`src/rtl/fetch_ctrl_pkg.sv`:
```
// Shared types for the fetch sequencer: state encoding, F/D slot struct and helpers.
// FETCH_MISALIGN_EN selects whether misaligned redirect targets become fault slots.
package fetch_ctrl_pkg;

  typedef logic        u1;
  typedef logic [31:0] u32;
  typedef logic [63:0] u64;

  typedef enum logic [1:0] {S_REQ, S_HOLD, S_FLUSH} fetch_state_t;

  localparam u64 PC_RESET  = 64'h0000_0000_8000_0000;
  localparam u32 NOP_INSTR = 32'h0000_0013;

  typedef struct packed {
    u1  valid;
    u64 pc;
    u32 instr;
    u1  misalign;
  } fetch_data_t;

`ifdef FETCH_MISALIGN_EN
  localparam bit MISALIGN_EN = 1'b1;
`else
  localparam bit MISALIGN_EN = 1'b0;
`endif

  function automatic u1 is_misaligned(input logic [1:0] lo);
    return MISALIGN_EN && (lo != 2'b00);
  endfunction

  // Fault slot handed to decode in place of a fetched instruction.
  function automatic fetch_data_t fault_slot(input u64 a);
    return '{valid: 1'b1, pc: a, instr: NOP_INSTR, misalign: 1'b1};
  endfunction

endpackage

```
`src/rtl/fetch_ctrl.sv`:
```
// Fetch PC owner and instruction-bus sequencer feeding the F/D register.
// Optional FETCH_MISALIGN_EN turns misaligned redirect targets into fault slots.
module fetch_ctrl
  import fetch_ctrl_pkg::*;
#(
  parameter u64 RESET_PC = PC_RESET,
  parameter u64 PC_STEP  = 64'd4
) (
  input  logic        clk,
  input  logic        resetn,
  output logic        ireq_valid,
  output logic [63:0] ireq_addr,
  input  logic        iresp_data_ok,
  input  logic [31:0] iresp_data,
  input  logic        redirect,
  input  logic [63:0] redirect_pc,
  input  logic        stall,
  output logic        f_valid,
  output logic [63:0] f_pc,
  output logic [31:0] f_instr,
  output logic        f_misalign,
  output logic        stall_i
);

  fetch_state_t state_q, state_d;
  u64           pc_q, pc_d;
  u64           req_q, req_d;
  fetch_data_t  f_q, f_d;
  u64           flush_tgt;

  always_ff @(posedge clk or negedge resetn) begin
    if (!resetn) begin
      state_q <= S_REQ;
      pc_q    <= RESET_PC;
      req_q   <= RESET_PC;
      f_q     <= '0;
    end else begin
      state_q <= state_d;
      pc_q    <= pc_d;
      req_q   <= req_d;
      f_q     <= f_d;
    end
  end

  always_comb begin
    state_d   = state_q;
    pc_d      = pc_q;
    req_d     = req_q;
    f_d       = f_q;
    flush_tgt = redirect ? redirect_pc : pc_q;
    unique case (state_q)
      S_REQ: begin
        if (iresp_data_ok) begin
          if (redirect) begin
            // Response arrived for a now-stale address: drop it.
            pc_d = redirect_pc;
            if (is_misaligned(redirect_pc[1:0])) begin
              f_d     = fault_slot(redirect_pc);
              state_d = S_HOLD;
            end else begin
              req_d = redirect_pc;
            end
          end else begin
            f_d     = '{valid: 1'b1, pc: req_q, instr: iresp_data, misalign: 1'b0};
            pc_d    = req_q + PC_STEP;
            state_d = S_HOLD;
          end
        end else if (redirect) begin
          pc_d    = redirect_pc;
          state_d = S_FLUSH;
        end
      end
      S_HOLD: begin
        if (redirect) begin
          pc_d = redirect_pc;
          if (is_misaligned(redirect_pc[1:0])) begin
            f_d = fault_slot(redirect_pc);
          end else begin
            f_d.valid    = 1'b0;
            f_d.misalign = 1'b0;
            req_d        = redirect_pc;
            state_d      = S_REQ;
          end
        end else if (!stall && f_q.valid) begin
          f_d.valid    = 1'b0;
          f_d.misalign = 1'b0;
          // An accepted fault slot parks the front end until the next redirect.
          if (!f_q.misalign) begin
            req_d   = pc_q;
            state_d = S_REQ;
          end
        end
      end
      S_FLUSH: begin
        if (redirect) pc_d = redirect_pc;
        if (iresp_data_ok) begin
          if (is_misaligned(flush_tgt[1:0])) begin
            f_d     = fault_slot(flush_tgt);
            state_d = S_HOLD;
          end else begin
            req_d   = flush_tgt;
            state_d = S_REQ;
          end
        end
      end
      default: state_d = S_REQ;
    endcase
  end

  // Gating with resetn keeps the bus quiet for the whole reset window.
  assign ireq_valid = resetn && (state_q != S_HOLD);
  assign ireq_addr  = req_q;
  assign stall_i    = (state_q != S_HOLD);
  assign f_valid    = f_q.valid;
  assign f_pc       = f_q.pc;
  assign f_instr    = f_q.instr;
  assign f_misalign = MISALIGN_EN & f_q.misalign;

endmodule
```
`config.mk`:
```
export PLATFORM = sky130hd
export DESIGN_NAME = fetch_ctrl
export DESIGN_NICKNAME = d
export VERILOG_FILES = /design/src/rtl/fetch_ctrl_pkg.sv /design/src/rtl/fetch_ctrl.sv
export SDC_FILE = /design/constraint.sdc
export NUM_CORES = 1
export LEC_CHECK = 0
export BUFFER_PORTS_ARGS = -buffer_cell sky130_fd_sc_hd__buf_2
export CORE_ASPECT_RATIO = 0.75
export CORE_MARGIN = 4
export CORE_UTILIZATION = 30
export CTS_BUF_LIST = sky130_fd_sc_hd__clkbuf_16
export CTS_CLUSTER_DIAMETER = 80
export DETAILED_ROUTE_END_ITERATION = 10
export PLACE_DENSITY = 0.61
export RECOVER_POWER = 25
export SETUP_SLACK_MARGIN = 0.4
export SKIP_LAST_GASP = 1
export SYNTH_ARGS = -nofsm -noshare
export SYNTH_HDL_FRONTEND = slang
export SYNTH_SLANG_ARGS = --single-unit
export TNS_END_PERCENT = 1
```
`constraint.sdc`:
```
create_clock -name clk -period 5.3 [get_ports clk]
set_input_delay 1.59 -clock clk [delete_from_list [all_inputs] [get_ports clk]]
set_output_delay 1.59 -clock clk [all_outputs]
set_load 0.02 [all_outputs]
```
==> results.yml, run 1 <==
outcome:
  status: "finished, violations left"
  violations: "max-capacitance violations, max-slew violations"
sta:
  final.period_utilization: 0.755
  rsz0062_at_grt: "false"
  fin_skew_ns: 0.00834
  hold_viol: 0
  worst_slew_pin_slew_ns: 1.63
  relSlewSlack: -0.0865
  fmax_mhz: 250
  report.final.slew_viol_count: 128
  finalSetupViolations: 0
  finalCriticalPeriod_ns: 4.00
  fin_tns_setup_ns: 0
yosys:
  syn_area_um2: 10700
  yosys.area_share.adder: 0.00583
  synth_top_cells_by_area: "dfrtp_1 (52%), mux2_2 (9.8%), mux2i_1 (6.2%)"
  synth_area_leader_cell: "dfrtp_1"
  synthArstFlopShare: 1.00
  synth_compound_area_frac: 0.125
  synth_edf_count: 0
  synth_seq_cells: 227
  ys_warn_count: 0
  synth.distinct_cells: 55
  syn_inst: 984
  synth_xor_area_frac: 0.0440
  ys.flop_type: "dfrtp_1"
  synth_top_family_by_area: "multiplexers"
  yosysSeqAreaShare: 0.529
  synthMuxAreaShare: 0.159
  synth_nets: 1090
  synthSimpleGateAreaFrac: 0.109
  netlist.area_leader.share: 0.524
  avgSynthCellArea_um2: 10.9
route:
  drtAntennaViolNets: 0
  wl_per_cell_um: 19.4
  via_per_inst: 5.11
  wl_mm: 32.9
  first_iter_violations: 588
  post-route-drc-count: 0
  dr.pass1.iters: 5
  vias: 8670
placement:
  hpwl_mm: 22.6
  place_area_um2: 12500
  port_buffers: 263
  gp_congestion: 0.785
worst_setup_path:
  rrSetupSlack_ns: 2.41
  worstPathMaxFanout: 54
  max_stage_delay_ns: 0.33
  endpoint_kind: "primary output"
  crit_family: "buffers and inverters"
  cp.arrival_ns: 2.41
  startpoint_type: "input port"
  required_ns: 3.71
  crit_slowest_cell: "buf_8"
  crit_chain: "buf_8 > nor2b_1 > buf_2"
  cp.buffers_inverters: 2
  critPathKind: "input port to primary output"
cts:
  cts-root-buf: "clkbuf_16"
  cts_tree: "done"
  postCtsHoldBufs: 0
  cts_buffer_depth: 3
  clk_pin_slew_ns: 0.06
  cts_sinks: 227
  h-tree-depth: 1
  insertion_delay_ns: 0.53
  post-cts-setup-buffers: 0
  cts_resized: 0
  cts_buffers: 25
floorplanning:
  dieArea_um2: 38900
  die_w_um: 226
  design.core.area_um2: 35000
  row_count: 59
  num_io_pins: 265
  initial_core_util: 0.307
  die-height_um: 172
layout:
  layout_commonest_cell: "buf_2"
  layout_common_cells: "buf_2 (261), dfrtp_1 (225), nand2_1 (103)"
  area_delta_synth_final_pct: 23.7
  postLayoutCellArea_um2: 13300
  fin_util: 0.380
  drive_gt1_frac: 0.339
  num-nets-final: 1332
global_route:
  grt_pass1_vias: 8598
  grt_usage: 0.166
  grt_pass1_wl_mm: 50.8
  grt_max_degree: 91
  grt.overflow.total: 0
  antenna_found_initial: 6
power_and_ir_drop:
  power_w: 0.00850
  power_density_nw_per_um2: 640
  leakage_nw: 6.27
  ir_drop_mv: 0.375
min_path:
  hold_class: "flip-flop to flip-flop"
job:
  drv_cap: 2
[per-layer routing]
layer,GRT usage,vias to the layer above,share of wire
li1,-,4028,-
met1,0.233,4282,0.46
met2,0.259,292,0.44
met3,0.0458,58,0.074
met4,0.0349,10,0.021
met5,0,-,0.0018
[worst min-delay path: stages (launching register included)]
cell and delay [ns]:
dfrtp_1 0.34, nand2_1 0.04, o21ai_0 0.05
[cell families after synthesis]
logic type               after synthesis
AO/OA/AOI/OAI                        229
XOR/XNOR                              54
adder cells (fa/ha/maj)                5
buffers and inverters                 72
flip-flops                           227
multiplexers                         159
other                                  1
AND/OR/NAND/NOR                      237
[sequential cells by signal, summed over array words and instances (netlist names)]
| signal | count |
|---|---|
| f_instr | 32 |
| f_pc | 64 |
| f_valid | 1 |
| ireq_addr | 64 |
| pc_q | 64 |
| state_q | 2 |
[per-stage QoR]
stage | std cells | setup slack (ns) | hold slack, ns
after floorplan | 984 | 1.79 | 0.458
after global placement | 1656 | 1.30 | 0.463
after detailed placement | 1656 | 1.28 | 0.466
after CTS | 1697 | 1.28 | 0.479
after global routing | 1698 | 1.23 | 0.503
final | 1698 | 1.30 | 0.473
[where the power goes]
part / switching (W) / internal (W) / total (W)
clock: 0.000706 / 0.000942 / 0.00165
combinational: 0.00216 / 0.00136 / 0.00352
sequential: 0.000786 / 0.00255 / 0.00333
[final timing paths]
path | from | endpoint | cells after the start
setup reg to reg | state_q[0] | pc_q[9] | 7
max in group asynchronous | resetn | pc_q[49] | 3
hold reg to reg | f_pc[20] | f_pc[20] | 2
min in group asynchronous | resetn | f_pc[14] | 1
setup / recovery | resetn | ireq_valid | 3
hold / removal | f_pc[20] | f_pc[20] | 2
[cell usage after synthesis, types with 2 or more instances]
| cell | n |
|---|---|
| dfrtp_1 | 225 |
| nand2_1 | 105 |
| o21ai_0 | 95 |
| mux2_2 | 93 |
| mux2i_1 | 66 |
| clkbuf_1 | 43 |
| a21oi_1 | 38 |
| xor2_1 | 37 |
| a22oi_1 | 35 |
| nand3_1 | 34 |
| nor2_1 | 33 |
| o22ai_1 | 29 |
| xnor2_1 | 17 |
| nand4_1 | 13 |
| nor3_1 | 13 |
| o21ai_1 | 12 |
| buf_2 | 11 |
| inv_1 | 10 |
| and4_1 | 6 |
| ha_1 | 5 |
| nor2b_1 | 5 |
| a211oi_1 | 4 |
| and3_1 | 4 |
| buf_1 | 4 |
| nand2b_1 | 3 |
| nor3_2 | 3 |
| nor4_1 | 3 |
| nor4_2 | 3 |
| o221ai_1 | 3 |
| or3_1 | 3 |
| a221oi_1 | 2 |
| and2_1 | 2 |
| buf_4 | 2 |
| dfstp_2 | 2 |
[final cells by class]
class	count	area [um^2]
Multi-Input combinational cell	685	4800
Inverter	11	41.3
Antenna cell	1	2.50
Clock inverter	16	120
Sequential cell	227	5680
Tap cell	457	572
Timing Repair Buffer	276	1440
Clock buffer	25	626
Fill cell	3473	21700
(Power assumes the default switching activity.)
==> run 2, diff against run 1 <==
Settings changed: PLACE_DENSITY 0.61 to 0.63.
Clock period 5.3 ns to 3.2 ns, I/O delays scaled along.
==> run 2 against run 1 <==
  * The run now ends clean
  * Clock skew grew 0.00077 ns
  * Count of clock-buffer cells in the layout is 2 higher
  * Register-to-register slack lost 1.9 ns
  * Critical endpoint is now pc_q[56]
==> results.yml, run 2 (synthesized netlist as in run 1, its figures left out) <==
cts:
  cts_tree: "done"
  cts_buffer_depth: 3
  clk_pin_slew_ns: 0.06
  h-tree-depth: 1
  insertion_delay_ns: 0.54
  cts_sinks: 227
  cts_buffers: 26
  cts_resized: 0
  post-cts-setup-buffers: 0
  cts-root-buf: "clkbuf_16"
  postCtsHoldBufs: 0
sta:
  hold_viol: 0
  hold_ws_ns: 0.224
  worst_slew_pin_slew_ns: 1.45
  fin_tns_setup_ns: 0
  fmax_mhz: 377
  relSlewSlack: 0.0313
  fin_skew_ns: 0.00911
  report.final.slew_viol_count: 0
  finalSetupViolations: 0
  rsz0062_at_grt: "false"
  finalCriticalPeriod_ns: 2.66
  final.period_utilization: 0.830
global_route:
  grt_pass1_vias: 8825
  grt.overflow.total: 0
  grt_pass1_wl_mm: 52.1
  grt_max_degree: 102
  antenna_found_initial: 9
  grt_usage: 0.169
layout:
  instances_no_fill: 1729
  drive_gt1_frac: 0.353
  layout_commonest_cell: "buf_2"
  postLayoutCellArea_um2: 13600
  layout_common_cells: "buf_2 (262), dfrtp_1 (225), nand2_1 (103)"
  num-nets-final: 1355
  area_delta_synth_final_pct: 26.6
route:
  post-route-drc-count: 0
  wl_mm: 33.7
  drtAntennaViolNets: 0
  first_iter_violations: 543
  via_per_inst: 5.04
  dr.pass1.iters: 6
  vias: 8713
  wl_per_cell_um: 19.5
placement:
  gp_congestion: 0.794
  place_area_um2: 12800
  place_inst: 1678
  port_buffers: 263
  hpwl_mm: 23.9
worst_setup_path:
  endpoint_kind: "flip-flop"
  startpoint_type: "flip-flop"
  critPathKind: "flip-flop to flip-flop"
  required_ns: 3.61
  crit_chain: "ha_1 > inv_1 > nor4_2 > nand4_1 > nor3_2 > xnor2_1 > a21oi_1"
  max_stage_delay_ns: 0.53
  cp.arrival_ns: 3.06
  worstPathMaxFanout: 7
  crit_slowest_cell: "nor4_2"
floorplanning:
  initial_core_util: 0.307
  dieArea_um2: 38900
  row_count: 59
  die_w_um: 226
  design.core.area_um2: 35000
  die-height_um: 172
  num_io_pins: 265
power_and_ir_drop:
  leakage_nw: 6.45
  power_density_nw_per_um2: 1070
  ir_drop_mv: 0.482
outcome:
  status: "complete, no violations"
min_path:
  hold_class: "input port to async pin"
job:
  drv_cap: 0
run 2: changes by cell type in the layout (fill, tap and decap cells not counted), sizes merged:
| cell | before | now |
|---|---|---|
| clkinvlp | 1 | 2 |
| clkinv | 9 | 12 |
| diode | 1 | 4 |
| buf | 272 | 296 |
run 2: final timing paths:
check,from,to,slack (ns),depth (start not counted)
min,resetn,ireq_addr[11],0.22,1
min in group clk,f_pc[60],f_pc[60],0.48,2
max,ireq_addr[2],pc_q[56],0.54,7
min reg2reg,f_pc[60],f_pc[60],0.48,2
max in group asynchronous,resetn,ireq_addr[47],1.30,2
max reg2reg,ireq_addr[2],pc_q[56],0.54,7
run 2: report_power, final:
part / switching (W) / internal [W] / leakage [nW]
registers: 0.00123 / 0.00422 / 2.76
clock network: 0.00122 / 0.00167 / 0.415
logic: 0.00373 / 0.00243 / 3.28
total: 0.00618 / 0.00832 / 6.45
run 2: routing by layer:
metal | wire length [um] | GRT usage | vias to the layer above
li1 | - | - | 4085
met1 | 15600 | 0.243 | 4287
met2 | 14900 | 0.259 | 285
met3 | 2470 | 0.0440 | 46
met4 | 645 | 0.0362 | 10
met5 | 75 | 0 | -
run 2: worst max-delay path, delay by kind of cell (launching register included):
kind | cells | cell delay [ns]
adder cells (fa/ha/maj) | 1 | 0.30
AO/OA/AOI/OAI | 1 | 0.09
flip-flops | 1 | 0.48
buffers and inverters | 1 | 0.13
XOR/XNOR | 1 | 0.17
AND/OR/NAND/NOR | 3 | 1.34
run 2: final cells by class:
cell class                 count  area, um^2
clock inverter                20         140
fill                        3496       21400
clock buffer                  27         676
timing repair buffer         298        1670
multi-input combinational    685        4800
inverter                      11        41.3
tap                          457         572
sequential                   227        5680
antenna                        4        10.0
run 2: through the flow:
step	power [W]	setup slack [ns]	util
after floorplan	0.00920	0.704	-
after global placement	0.0115	0.587	0.365
after detailed placement	0.0117	0.554	0.365
after CTS	0.0147	0.555	0.389
after global routing	0.0155	0.411	0.388
final	0.0145	0.545	0.389
